File: src/rtl/video_source_ctrl_pkg.sv
`default_nettype none
// ============================================================================
//  Module      : video_source_ctrl_pkg
//  Description : Shared types and constants for the 576i video source
//                selector. Holds the source-select FSM state type, the
//                black pixel value and the frame geometry from which the
//                default loss timeout is derived.
//  Macros      : SRC_SWITCH_BLANK_EN adds the BLANK_EXT / BLANK_TC states.
//  Revision    : 1.0 - initial release
// ============================================================================
package video_source_ctrl_pkg;

  // 576i frame geometry in pixel enables
  localparam int c_frameDots  = 864;
  localparam int c_frameLines = 625;

  // Two full frames without an external frame start counts as loss
  localparam int c_lossTimeoutDefault = 2 * c_frameDots * c_frameLines;

  localparam logic [5:0] c_black = 6'b000000;

  typedef enum logic [2:0] {
    ST_TC     = 3'd0,  // test card on output
    ST_TO_EXT = 3'd1,  // test card, waiting for frame boundary to go external
    ST_EXT    = 3'd2,  // external video on output
    ST_TO_TC  = 3'd3   // black, waiting for frame boundary to go to test card
`ifdef SRC_SWITCH_BLANK_EN
    ,
    ST_BLANK_EXT = 3'd4,  // one black frame before external video
    ST_BLANK_TC  = 3'd5   // one black frame before the test card
`endif
  } srcState_t;

endpackage
`default_nettype wire

File: src/rtl/video_source_ctrl_if.sv
`default_nettype none
// ============================================================================
//  Module      : video_source_ctrl_if
//  Description : Bundles the raster timing, external strobe, both pixel
//                sources and the selected output of the video source
//                selector.
//  Ports       : pixelClockX1_en, frameLine[9:0], fieldLineDot[9:0],
//                extFrameStart, forceTestcard, tc{Red,Green,Blue}[5:0],
//                ext{Red,Green,Blue}[5:0]            -> into the selector
//                {red,green,blue}Out[5:0], extSelected, extLocked
//                                                    <- from the selector
//  Modports    : master (drives sources/timing), slave (the selector)
//  Revision    : 1.0 - initial release
// ============================================================================
interface video_source_ctrl_if;

  logic       pixelClockX1_en;
  logic [9:0] frameLine;
  logic [9:0] fieldLineDot;
  logic       extFrameStart;
  logic       forceTestcard;
  logic [5:0] tcRed;
  logic [5:0] tcGreen;
  logic [5:0] tcBlue;
  logic [5:0] extRed;
  logic [5:0] extGreen;
  logic [5:0] extBlue;
  logic [5:0] redOut;
  logic [5:0] greenOut;
  logic [5:0] blueOut;
  logic       extSelected;
  logic       extLocked;

  modport master (
    output pixelClockX1_en, frameLine, fieldLineDot, extFrameStart,
           forceTestcard, tcRed, tcGreen, tcBlue, extRed, extGreen, extBlue,
    input  redOut, greenOut, blueOut, extSelected, extLocked
  );

  modport slave (
    input  pixelClockX1_en, frameLine, fieldLineDot, extFrameStart,
           forceTestcard, tcRed, tcGreen, tcBlue, extRed, extGreen, extBlue,
    output redOut, greenOut, blueOut, extSelected, extLocked
  );

endinterface
`default_nettype wire

File: src/rtl/video_source_ctrl_presence.sv
`default_nettype none
// ============================================================================
//  Module      : video_presence_monitor
//  Description : Watches the external frame-start strobe. A timeout counter
//                of pixel enables since the last strobe flags loss when it
//                saturates; a lock counter of strobes since the last loss
//                flags lock once it reaches LOCK_FRAMES.
//  Ports       : pixelClockX6    in   system clock
//                nReset          in   asynchronous active-low reset
//                pixelClockX1_en in   pixel enable
//                extFrameStart   in   external frame-start strobe
//                loss            out  no strobe for LOSS_TIMEOUT enables
//                extLocked       out  LOCK_FRAMES strobes seen, no loss
//  Revision    : 1.0 - initial release
// ============================================================================
module video_presence_monitor
  import video_source_ctrl_pkg::*;
#(
  parameter int LOSS_TIMEOUT = c_lossTimeoutDefault,
  parameter int LOCK_FRAMES  = 4
) (
  input  wire logic pixelClockX6,
  input  wire logic nReset,
  input  wire logic pixelClockX1_en,
  input  wire logic extFrameStart,
  output logic      loss,
  output logic      extLocked
);

  localparam logic [20:0] c_lossLimit = 21'(LOSS_TIMEOUT);
  localparam logic [2:0]  c_lockLimit = 3'(LOCK_FRAMES);

  logic [20:0] r_timeoutCnt;
  logic [2:0]  r_lockCnt;

  // A strobe always clears the counter, so a strobe landing on the enable
  // that would saturate it prevents the loss.
  always_ff @(posedge pixelClockX6 or negedge nReset) begin
    if (!nReset) begin
      r_timeoutCnt <= 21'd0;
    end else if (extFrameStart) begin
      r_timeoutCnt <= 21'd0;
    end else if (pixelClockX1_en && (r_timeoutCnt != c_lossLimit)) begin
      r_timeoutCnt <= r_timeoutCnt + 21'd1;
    end
  end

  // A strobe that ends a loss is the first of a fresh lock sequence.
  always_ff @(posedge pixelClockX6 or negedge nReset) begin
    if (!nReset) begin
      r_lockCnt <= 3'd0;
    end else if (extFrameStart) begin
      if (loss) begin
        r_lockCnt <= 3'd1;
      end else if (r_lockCnt != c_lockLimit) begin
        r_lockCnt <= r_lockCnt + 3'd1;
      end
    end else if (loss) begin
      r_lockCnt <= 3'd0;
    end
  end

  assign loss      = (r_timeoutCnt == c_lossLimit);
  assign extLocked = (r_lockCnt == c_lockLimit) && !loss;

endmodule
`default_nettype wire

File: src/rtl/video_source_ctrl.sv
`default_nettype none
// ============================================================================
//  Module      : video_source_ctrl
//  Description : Selects the test card or external video for the 576i RGB
//                output. Switches only at the local frame boundary
//                (frameLine 0, fieldLineDot 0) and mutes to black while a
//                switch towards the test card is pending.
//  Ports       : pixelClockX6 in  system clock
//                nReset       in  asynchronous active-low reset
//                vid          slave modport of video_source_ctrl_if
//                             (timing, strobe, force, both sources in;
//                              registered RGB, extSelected, extLocked out)
//  Macros      : SRC_SWITCH_BLANK_EN inserts one full black frame on each
//                source switch.
//  Revision    : 1.0 - initial release
// ============================================================================
module video_source_ctrl
  import video_source_ctrl_pkg::*;
#(
  parameter int LOSS_TIMEOUT = c_lossTimeoutDefault,
  parameter int LOCK_FRAMES  = 4
) (
  input wire logic          pixelClockX6,
  input wire logic          nReset,
  video_source_ctrl_if.slave vid
);

  srcState_t  r_state;
  srcState_t  w_nextState;
  logic       w_loss;
  logic       w_extLocked;
  logic       w_fb;
  logic       w_extSel;
  logic [5:0] w_red;
  logic [5:0] w_green;
  logic [5:0] w_blue;
  logic [5:0] r_red;
  logic [5:0] r_green;
  logic [5:0] r_blue;

  assign w_fb = vid.pixelClockX1_en && (vid.frameLine == 10'd0) &&
                (vid.fieldLineDot == 10'd0);

  video_presence_monitor #(
    .LOSS_TIMEOUT (LOSS_TIMEOUT),
    .LOCK_FRAMES  (LOCK_FRAMES)
  ) u_presence (
    .pixelClockX6    (pixelClockX6),
    .nReset          (nReset),
    .pixelClockX1_en (vid.pixelClockX1_en),
    .extFrameStart   (vid.extFrameStart),
    .loss            (w_loss),
    .extLocked       (w_extLocked)
  );

  always_ff @(posedge pixelClockX6 or negedge nReset) begin
    if (!nReset) begin
      r_state <= ST_TC;
    end else begin
      r_state <= w_nextState;
    end
  end

  always_comb begin
    w_nextState = r_state;
    w_red       = c_black;
    w_green     = c_black;
    w_blue      = c_black;
    w_extSel    = 1'b0;
    case (r_state)
      ST_TC: begin
        w_red   = vid.tcRed;
        w_green = vid.tcGreen;
        w_blue  = vid.tcBlue;
        if (w_extLocked && !vid.forceTestcard) begin
          w_nextState = ST_TO_EXT;
        end
      end
      ST_TO_EXT: begin
        w_red   = vid.tcRed;
        w_green = vid.tcGreen;
        w_blue  = vid.tcBlue;
        // Abort has priority, so a loss coinciding with fb stays on test card
        if (!w_extLocked || vid.forceTestcard) begin
          w_nextState = ST_TC;
        end else if (w_fb) begin
`ifdef SRC_SWITCH_BLANK_EN
          w_nextState = ST_BLANK_EXT;
`else
          w_nextState = ST_EXT;
`endif
        end
      end
      ST_EXT: begin
        w_red    = vid.extRed;
        w_green  = vid.extGreen;
        w_blue   = vid.extBlue;
        w_extSel = 1'b1;
        if (w_loss || vid.forceTestcard) begin
          w_nextState = ST_TO_TC;
        end
      end
      ST_TO_TC: begin
        if (w_fb) begin
`ifdef SRC_SWITCH_BLANK_EN
          w_nextState = ST_BLANK_TC;
`else
          w_nextState = ST_TC;
`endif
        end
      end
`ifdef SRC_SWITCH_BLANK_EN
      ST_BLANK_EXT: begin
        w_extSel = 1'b1;
        if (w_loss || vid.forceTestcard) begin
          w_nextState = ST_BLANK_TC;
        end else if (w_fb) begin
          w_nextState = ST_EXT;
        end
      end
      ST_BLANK_TC: begin
        if (w_fb) begin
          w_nextState = ST_TC;
        end
      end
`endif
      default: begin
        w_nextState = ST_TC;
      end
    endcase
  end

  // Pixels advance only on the pixel enable and hold in between
  always_ff @(posedge pixelClockX6 or negedge nReset) begin
    if (!nReset) begin
      r_red   <= c_black;
      r_green <= c_black;
      r_blue  <= c_black;
    end else if (vid.pixelClockX1_en) begin
      r_red   <= w_red;
      r_green <= w_green;
      r_blue  <= w_blue;
    end
  end

  assign vid.redOut      = r_red;
  assign vid.greenOut    = r_green;
  assign vid.blueOut     = r_blue;
  assign vid.extSelected = w_extSel;
  assign vid.extLocked   = w_extLocked;

endmodule
`default_nettype wire

File: src/flat_wrapper.sv
// flat-port wrapper written by rule: the top's interface ports become plain ports
module video_source_ctrl_flat import video_source_ctrl_pkg::*;
#(
  parameter int LOSS_TIMEOUT = c_lossTimeoutDefault,
  parameter int LOCK_FRAMES  = 4
)
  (pixelClockX6, nReset, vid_pixelClockX1_en, vid_frameLine, vid_fieldLineDot, vid_extFrameStart, vid_forceTestcard, vid_tcRed, vid_tcGreen, vid_tcBlue, vid_extRed, vid_extGreen, vid_extBlue, vid_redOut, vid_greenOut, vid_blueOut, vid_extSelected, vid_extLocked);
  video_source_ctrl_if vid_i ();
  input wire logic pixelClockX6;
  input wire logic nReset;
  input wire logic [$bits(vid_i.pixelClockX1_en)-1:0] vid_pixelClockX1_en;
  input wire logic [$bits(vid_i.frameLine)-1:0] vid_frameLine;
  input wire logic [$bits(vid_i.fieldLineDot)-1:0] vid_fieldLineDot;
  input wire logic [$bits(vid_i.extFrameStart)-1:0] vid_extFrameStart;
  input wire logic [$bits(vid_i.forceTestcard)-1:0] vid_forceTestcard;
  input wire logic [$bits(vid_i.tcRed)-1:0] vid_tcRed;
  input wire logic [$bits(vid_i.tcGreen)-1:0] vid_tcGreen;
  input wire logic [$bits(vid_i.tcBlue)-1:0] vid_tcBlue;
  input wire logic [$bits(vid_i.extRed)-1:0] vid_extRed;
  input wire logic [$bits(vid_i.extGreen)-1:0] vid_extGreen;
  input wire logic [$bits(vid_i.extBlue)-1:0] vid_extBlue;
  output wire logic [$bits(vid_i.redOut)-1:0] vid_redOut;
  output wire logic [$bits(vid_i.greenOut)-1:0] vid_greenOut;
  output wire logic [$bits(vid_i.blueOut)-1:0] vid_blueOut;
  output wire logic [$bits(vid_i.extSelected)-1:0] vid_extSelected;
  output wire logic [$bits(vid_i.extLocked)-1:0] vid_extLocked;
  assign vid_i.pixelClockX1_en = vid_pixelClockX1_en;
  assign vid_i.frameLine = vid_frameLine;
  assign vid_i.fieldLineDot = vid_fieldLineDot;
  assign vid_i.extFrameStart = vid_extFrameStart;
  assign vid_i.forceTestcard = vid_forceTestcard;
  assign vid_i.tcRed = vid_tcRed;
  assign vid_i.tcGreen = vid_tcGreen;
  assign vid_i.tcBlue = vid_tcBlue;
  assign vid_i.extRed = vid_extRed;
  assign vid_i.extGreen = vid_extGreen;
  assign vid_i.extBlue = vid_extBlue;
  assign vid_redOut = vid_i.redOut;
  assign vid_greenOut = vid_i.greenOut;
  assign vid_blueOut = vid_i.blueOut;
  assign vid_extSelected = vid_i.extSelected;
  assign vid_extLocked = vid_i.extLocked;
  video_source_ctrl #(.LOSS_TIMEOUT(LOSS_TIMEOUT), .LOCK_FRAMES(LOCK_FRAMES)) u_core (.pixelClockX6(pixelClockX6), .nReset(nReset), .vid(vid_i));
endmodule
File: config.mk
export PLATFORM = sky130hd
export DESIGN_NAME = video_source_ctrl_flat
export DESIGN_NICKNAME = d
export VERILOG_FILES = /design/src/rtl/video_source_ctrl_pkg.sv /design/src/rtl/video_source_ctrl_if.sv /design/src/rtl/video_source_ctrl_presence.sv /design/src/rtl/video_source_ctrl.sv /design/src/flat_wrapper.sv
export SDC_FILE = /design/constraint.sdc
export NUM_CORES = 1
export LEC_CHECK = 0
export CAP_MARGIN = 20
export CORE_MARGIN = 2
export CORE_UTILIZATION = 45
export DETAILED_ROUTE_END_ITERATION = 10
export GPL_ROUTABILITY_DRIVEN = 0
export GPL_TIMING_DRIVEN = 0
export PLACE_DENSITY = 0.81
export REMOVE_ABC_BUFFERS = 1
export SYNTH_ARGS = -nofsm -noshare
export SYNTH_HDL_FRONTEND = slang
export SYNTH_HIERARCHICAL = 1
export SYNTH_SLANG_ARGS = --single-unit
File: constraint.sdc
create_clock -name pixelClockX6 -period 2.3 [get_ports pixelClockX6]
set_input_delay 0.345 -clock pixelClockX6 [delete_from_list [all_inputs] [get_ports pixelClockX6]]
set_output_delay 0.345 -clock pixelClockX6 [all_outputs]
set_load 0.03 [all_outputs]
### After elaboration in Yosys (flattened, before gate mapping)

Cells that the tools add are included.

* register bits after elaboration: 45
* output and inout port bits: 20

* add/subtract/negate cells: 2
* equality and inequality tests: 11
* mux-type cells: 16
* reductions and logical operators: 19

Operators with widths (count)
* two-way mux 21 bit: 2
* case mux 6 bit (2 select lines): 3
* two-way mux 3 bit: 9
* adder 21 x 1 -> 21 bit, second input constant: 1
* == test 21 bit, second input constant: 1
* inequality test 21 bit, second input constant: 1
* zero test 10 bit: 2
* case mux 3 bit (4 select lines): 1
* == test 3 x 2 -> 1 bit, second input constant: 2
* inequality test 2 x 1 -> 1 bit, second input constant: 3
* nonzero test 2 bit: 3
* logical AND 1 bit: 5
* AND reduction 4 bit: 1
* adder 3 x 1 -> 3 bit, second input constant: 1
* == test 3 x 1 -> 1 bit, second input constant: 1
* == test 3 bit, second input constant: 1
* zero test 1 bit: 3
* zero test 3 bit: 1
* inequality test 3 x 1 -> 1 bit, second input constant: 1
* inequality test 3 bit, second input constant: 1
* logical OR 1 bit: 2
* AND reduction 2 bit: 1
* OR reduction 2 bit: 1
* two-way mux 1 bit: 1

### Logic depth before layout (Yosys ltp)

Gate-level depths: netlist (run 1).

* word-level depth: 7
* mapped depth: 8

### Hierarchy

Netlist (run 1), hierarchy kept.

By module, submodules not included
* video_presence_monitor: instances 1, cells an instance 136, area each 1310.0 um2, sequential area each 600.6 um2
* video_source_ctrl: instances 1, cells an instance 114, area each 1004.7 um2, sequential area each 500.5 um2

### Worst setup path after synthesis (run 1)

Ideal clock, no wire load.

* path type: reg2reg
* start: reg u_core.u_presence.r_timeoutCnt[0]
* end: reg u_core.r_state[1]
* arrival: 1998 ps
* setup slack: 175 ps
* cell stages (with the launch flop): 9
* buffers on the path: 0
* period minus slack after synthesis: 2125 ps
* cell sequence: dfrtp_1 > inv_1 > ha_1 > nor4b_1 > nand4_1 > nor2_1 > nor2_1 > nor3b_1 > mux2_1

* longest elaborated chain between the ends: 7
* elaborated cells on any way between the ends: 13
* those cells by class: eq/ne: 4; mux: 2; reduce/logical: 7

RTL lines
* start, declared: RTL line video_source_ctrl_presence.sv:33 `logic [20:0] r_timeoutCnt;`
* start signal, assigned: RTL line video_source_ctrl_presence.sv:44 `r_timeoutCnt <= r_timeoutCnt + 21'd1;`
* == test 21 bit *: RTL line video_source_ctrl_presence.sv:63 `assign loss = (r_timeoutCnt == c_lossLimit);`
* named net u_core.w_loss: RTL line video_source_ctrl.sv:30 `logic w_loss;`
* zero test 1 bit *: RTL line video_source_ctrl_presence.sv:64 `assign extLocked = (r_lockCnt == c_lockLimit) && !loss;`
* logical AND 1 bit *: RTL line video_source_ctrl_presence.sv:64
* named net vid_extLocked: RTL line flat_wrapper.sv:26 `output wire logic [$bits(vid_i.extLocked)-1:0] vid_extLocked;`
* zero test 1 bit: RTL line video_source_ctrl.sv:84 `if (!w_extLocked || vid.forceTestcard) begin`
* logical OR 1 bit: RTL line video_source_ctrl.sv:84
* inequality test 3 x 1 -> 1 bit (no line) / two-way mux 3 bit (equally long branches)
* AND reduction 4 bit (no line) / case mux 3 bit (4 select lines) (equally long branches)
* end signal, assigned: RTL line video_source_ctrl.sv:60 `r_state <= w_nextState;`
* end, declared: RTL line video_source_ctrl.sv:28 `srcState_t r_state;`

Mark *: on every way through the listed nets, which the timed path passes. The rest lies on a longest branch.
A chain may end at the register's enable or synchronous reset.

### Final worst setup path (run 1)

* start: reg u_core.u_presence.r_timeoutCnt[0]
* end: reg u_core.u_presence.r_timeoutCnt[17]

* longest elaborated chain between the ends: 3
* elaborated cells on any way between the ends: 6
* those cells by class: add/sub: 1; eq/ne: 1; mux: 2; reduce/logical: 2

RTL lines
* adder 21 x 1 -> 21 bit / inequality test 21 bit (equally long branches): RTL line video_source_ctrl_presence.sv:44, video_source_ctrl_presence.sv:43
* two-way mux 21 bit / logical AND 1 bit (equally long branches): RTL line video_source_ctrl_presence.sv:43 `end else if (pixelClockX1_en && (r_timeoutCnt != c_lossLimit)) begin`
* two-way mux 21 bit / nonzero test 2 bit (equally long branches)

Several ways; a longest one is shown, not always the timed one. The select of a mux whose other input is x is not followed.

==> results.md, run 1 <==
- Final Max Tran Viols: 0
- CTS H-Tree Depth: 2
- Largest net degree at the start of global routing: 31
- Post-Route WL: 5870 um
- Clock transition at the registers of the reported paths: around 0.080 ns
- Top-level I/O count: between 80 and 90
- Seq/Total Area, Yosys: between 40% and 50%
- Flops & latches, synth: 44
- Worst Tran Pin Value: just under 1 ns
- Syn Inst Count: 250
- Pre-CTS WS: -0.476 ns
- PwrDens: around 550 nW/um2
- Min cycle time layout: roughly 2.2 ns
- Final setup margin: 0.140 ns
- FFs w/ async S/R, synth: 100%
- Die Area: between 5000 and 6000 um2
- Setup CP Type: reg -> reg
- Fillcell total: 426
- Detailed-route via count: 2119
- CP max FO: 7
- Unique masters post-synth: 38
- Num CTS Buffers: 5
- Starting density of the core: a little under half
- Area of the multi-input gates: between 1000 and 1500 um2
- Top cells by area, synth: dfrtp_1 (48%), a21oi_1 (9.5%), nor2_1 (6.5%)
- Top_reg_cell synth: dfrtp_1
- Vias in the first global route: 2027
- Nets@finish: about 400
- Clock Sinks: between 40 and 50
- Core ar.: between 5000 and 6000 um2
- Final Hold Vio Count: 0
- Util after Layout: 66.2%
- Final setup vio count: 0
- FF+latch area: 1100 um2
- Antenna violations before repair: 0
- Dpl hpwl: 4380 um
- Worst Path Arrival: ~2.3 ns
- Global-route wire length before repair: 9110 um
- Via density: roughly 5.3
- Setup Skew: 0.00589 ns
- DRT iter0 DRCs: 93
- Cell taking the most area after synthesis: dfrtp_1
- GRT Util Overall: around a fifth
- Worst hold-check path type: in -> async
- Area after DPL: around 3200 um2
- Worst skew pair latency: between 0.2 and 0.3 ns
- Startpoint class of the critical path: flop
- Site Rows: 26
- Drt wl/cell: 14.6 um
- DRC: 0
- Leak pwr: approximately 1.3 nW
- First-pass detailed-route iteration total: 4
- Syn. warnings: 6
- Share of cells above drive strength 1: roughly 7.5%
- Non-filler cells, final: around 400
- ANT nets after route: 0
- PortBufs: 80
- Post-Syn Area: roughly 2300 um2
- Slew headroom: between 30% and 40%
- Placed insts: 392
- Final worst-path cycle share: between 90% and 100%
- Yosys top cell area share: 47.6%
- CTS tree: done
- Max-cap violations: 0
- Peak VDD IR: between 300 and 400 uV
- GRT overflow: 0
- Mean area per synthesized cell: between 9 and 10 um2
- Clock buffer depth: 2
- Max Freq: approximately 460 MHz
- Final instance area: between 3000 and 4000 um2
- Clock tree root driver cell: clkbuf_8
- Area added between synthesis and finish: 44.3%
- Crit. End Element: flop
- Ant diodes: 0
- Die W: about 76 um
- Power Total: around 1.8 mW
- Synth top cells by count: a21oi_1 (44), dfrtp_1 (44), nor2_1 (40), nor2b_1 (21), xor2_1 (10)
- Unrepaired setup endpoints after global routing: false
- Post-synth EDFFs: 0
- Die height: about 76 um
- WP data required: 2.48 ns
- Status: finished clean
## cell type report
class | instances | share of cell area [%]
Multi-Input combinational cell | 189 | 34.7
Sequential cell | 44 | 33.1
Timing Repair Buffer | 85 | 26.1
Tap cell | 70 | 2.62
Clock buffer | 7 | 2.59
Inverter | 6 | 0.674
Clock inverter | 1 | 0.225
## where the power goes
group	internal [mW]	switching [mW]	leakage, nW
Clock	0.244	0.254	0.0445
Sequential	0.836	0.0433	0.553
Combinational	0.232	0.239	0.741
## path summary, 6_finish.rpt
path                                                   startpoint                                 end  slack (ns)  depth (start not counted)
worst max-delay path            u_core/u_presence/r_timeoutCnt[0]  u_core/u_presence/r_timeoutCnt[17]        0.14                          8
worst min-delay path                                       nReset               u_core/vid.blueOut[2]        0.01                          1
worst max register to register  u_core/u_presence/r_timeoutCnt[0]  u_core/u_presence/r_timeoutCnt[17]        0.14                          8
worst min register to register             u_core/vid.greenOut[3]              u_core/vid.greenOut[3]        0.53                          2
max in group asynchronous                                  nReset                   u_core/r_state[1]        1.77                          2
min in group pixelClockX6                  u_core/vid.greenOut[3]              u_core/vid.greenOut[3]        0.53                          2
## worst max-delay path: stages (launching register included)
cell	delay (ns)
dfrtp_1	0.42
inv_1	0.11
ha_1	0.14
nor4b_2	0.21
nand4_1	0.20
buf_4	0.20
o21ai_2	0.33
nor4_1	0.12
mux2_1	0.32
## flip-flops by register name, summed over array words and instances, names as in the netlist
register and count:
u_core/vid.redOut 6, u_core/vid.blueOut 6, u_core/vid.greenOut 6, u_core/u_presence/r_timeoutCnt 21
u_core/r_state 2, u_core/u_presence/r_lockCnt 3
## cells by family after synthesis
family | synth area share (%)
AOI/OAI and AO/OA | 12.1
adders and majority gates | 2.16
muxes | 2.32
xor gates and xnor gates | 5.30
and+or+nand+nor | 27.3
buffers and inverters | 3.24
DFF | 47.6
## per-stage QoR
stage / setup TNS (ns) / hold WS, ns
after floorplan: 0 / 0.0494
after global placement: -28.69 / 0.507
after detailed placement: -4.14 / 0.352
after CTS: 0 / 0.0234
after global routing: 0 / 0.0508
final: 0 / 0.0139
## timing repair
action	CTS	global route
resized for setup	12	3
buffers inserted	2	0
hold buffers	0	0
pin swaps	2	1
endpoints found under the setup margin	7	4
## cells in the final DEF, fill, tap and decap left out, types with 2 or more instances in the layout
| master | instances |
|---|---|
| a21oi_1 | 44 |
| and4_1 | 2 |
| buf_16 | 2 |
| buf_2 | 2 |
| buf_4 | 2 |
| clkbuf_8 | 6 |
| clkdlybuf4s50_1 | 76 |
| dfrtp_1 | 43 |
| ha_1 | 4 |
| inv_1 | 6 |
| mux2_1 | 3 |
| mux2i_1 | 2 |
| nand2_1 | 6 |
| nand3_1 | 8 |
| nand4_1 | 8 |
| nor2_1 | 39 |
| nor2b_1 | 20 |
| nor3_1 | 4 |
| nor4_1 | 6 |
| nor4bb_1 | 2 |
| o21ai_1 | 3 |
| o31ai_1 | 2 |
| or3_1 | 3 |
| or4_1 | 3 |
| xnor2_1 | 4 |
| xor2_1 | 10 |
## metal layers
| metal | vias to the layer above | GRT usage [%] | part of all wire (%) |
|---|---|---|---|
| met5 | - | 0 | 0 |
| met4 | 0 | 6.24 | 1.1 |
| met3 | 8 | 5.16 | 9.0 |
| met2 | 74 | 35.6 | 46 |
| met1 | 993 | 25.9 | 44 |
| li1 | 1044 | - | - |
Note: power is estimated with default switching activity, not from simulation.
==> run 2, diff against run 1 <==
--- a/config.mk
+++ b/config.mk
@@ -7,11 +7,10 @@
 export LEC_CHECK = 0
 export CAP_MARGIN = 20
 export CORE_MARGIN = 2
-export CORE_UTILIZATION = 45
+export CORE_UTILIZATION = 35
 export DETAILED_ROUTE_END_ITERATION = 10
-export GPL_ROUTABILITY_DRIVEN = 0
 export GPL_TIMING_DRIVEN = 0
-export PLACE_DENSITY = 0.81
+export PLACE_DENSITY = 0.66
 export REMOVE_ABC_BUFFERS = 1
 export SYNTH_ARGS = -nofsm -noshare
 export SYNTH_HDL_FRONTEND = slang
==> results.md, run 2 (synthesis results as in run 1) <==
- Die height: about 85 um
- Post-Route WL: between 5000 and 6000 um
- CTS H-Tree Depth: 2
- PwrDens: approximately 580 nW/um2
- Num CTS Buffers: 5
- Clock Sinks: 44
- Slew headroom: approximately 33%
- Vias in the first global route: between 2000 and 2500
- Detailed-route via count: around 2100
- GRT Util Overall: between 15 and 20%
- GRT overflow: 0
- Pre-CTS WS: -0.689 ns
- Crit. End Element: output pin
- ANT nets after route: 0
- Dpl hpwl: 4200 um
- PortBufs: 80
- First-pass detailed-route iteration total: 4
- Worst skew pair latency: slightly below 0.3 ns
- Max-cap violations: 0
- Most frequent cells in the layout: clkdlybuf4s50_1 (76), a21oi_1 (44), dfrtp_1 (43), nor2_1 (39), nor2b_1 (20)
- Routability congestion estimate: about 0.75
- Area of the multi-input gates: 1170 um2
- Worst Path Arrival: 1.80 ns
- DRC: 0
- Clock tree root driver cell: clkbuf_8
- Final setup vio count: 0
- Leak pwr: 1.39 nW
- Min cycle time layout: 2.14 ns
- Setup Skew: roughly 0.006 ns
- Most flops, register: u_core/u_presence/r_timeoutCnt
- Final Hold Vio Count: 0
- Final instance area: between 3000 and 4000 um2
- Setup CP Type: reg -> out
- Largest net degree at the start of global routing: 31
- Commonest non-fill, non-tap cell in the layout: clkdlybuf4s50_1
- Via density: 5.01
- Final Max Tran Viols: 0
- CP max FO: 3
- Unrepaired setup endpoints after global routing: false
- FF+latch area: approximately 1100 um2
- Power Total: 1.96 mW
- Non-filler cells, final: approximately 410
- Top-level I/O count: ~80
- Flip-flop count of the largest register after layout: 21
- Final worst-path cycle share: between 90 and 100%
- WP data required: 1.96 ns
- Worst Tran Pin Value: around 1.0 ns
- Antenna violations before repair: 0
- Site Rows: 29
- Clock buffer depth: 2
- Max Freq: between 400 and 500 MHz
- Area after DPL: ~3200 um2
- Placed insts: 399
- Final setup margin: ~0.16 ns
- Status: finished clean
- Startpoint class of the critical path: flop
- DRT iter0 DRCs: 75
- Core ar.: about 6400 um2
- Die Area: ~7300 um2
- Drt wl/cell: roughly 14 um
- Starting density of the core: between 30% and 40%
- Area added between synthesis and finish: 47.6%
- Worst hold-check path type: in -> async
- Ant diodes: 0
- Die W: between 80 and 90 um
- Share of cells above drive strength 1: under 10%
- Peak VDD IR: 359 uV
- Nets@finish: 400
- CTS tree: done
- Fillcell total: 558
- Clock transition at the registers of the reported paths: around 0.080 ns
- Global-route wire length before repair: 9280 um
-- run 2: cell count changes in the layout (fill, tap and decap cells not counted), sizes merged --
| cell | delta |
|---|---|
| bufinv | +1 |
| clkinv | +1 |
| dlygate4sd3 | +1 |
| clkinvlp | -1 |
| dlygate4sd2 | -1 |
| buf | +2 |
| dlymetal6s2s | +1 |
-- run 2: power breakdown --
group | switching [mW] | internal, mW | total, mW
registers | 0.0384 | 0.835 | 0.874
logic | 0.236 | 0.239 | 0.475
clock network | 0.260 | 0.355 | 0.615
total | 0.535 | 1.43 | 1.96
-- run 2: cell type report --
class / instances / share of cell area [%]
multi-input cells: 189 / 34.2
repair buffers: 89 / 26.4
flip-flops and latches: 44 / 32.3
inverters: 6 / 0.659
well taps: 77 / 2.82
clock inverters: 2 / 1.14
clock buffers: 6 / 2.42
-- run 2: final timing paths --
path | from | to | slack [ns] | cells past startpoint
min in group pixelClockX6 | u_core/vid.redOut[0] | u_core/vid.redOut[0] | 0.53 | 2
min | nReset | u_core/r_state[0] | 0.52 | 2
max in group asynchronous | nReset | u_core/u_presence/r_timeoutCnt[20] | 1.29 | 3
min reg2reg | u_core/vid.redOut[0] | u_core/vid.redOut[0] | 0.53 | 2
max reg2reg | u_core/u_presence/r_timeoutCnt[0] | u_core/u_presence/r_timeoutCnt[18] | 0.24 | 6
max | u_core/u_presence/r_timeoutCnt[0] | vid_extLocked | 0.16 | 7
-- run 2: timing repair --
action / 4_1_cts / 5_1_grt
pin swaps: 2 / 2
setup buffers: 3 / 2
hold buffers: 1 / 0
hold endpoints to repair: 15 / 0
gates resized for setup: 15 / 4
setup endpoints to repair: 12 / 3
-- run 2: critical path: stages (launching register included) --
cell	delay, ns
dfrtp_1	0.42
inv_2	0.08
ha_1	0.15
nor4b_2	0.20
nand4_1	0.19
nor2_4	0.18
nor2_1	0.09
clkbuf_4	0.19
-- run 2: through the flow --
stage	util, %	hold slack (ns)	setup TNS, ns
6_report	53.5	0.518	0
5_1_grt	53.5	0.528	0
4_1_cts	53.1	0.519	0
3_5_place_dp	50.3	0.294	-7.14
3_3_place_gp	49.5	0.513	-34.10
2_1_floorplan	-	0.0494	0
-- run 2: layer usage --
layer,routed length (um),GRT usage [%],vias to the layer above
met3,491,4.09,4
met2,2490,25.1,77
li1,-,-,1050
met4,46,4.62,0
met5,0,0,-
met1,2720,21.3,937
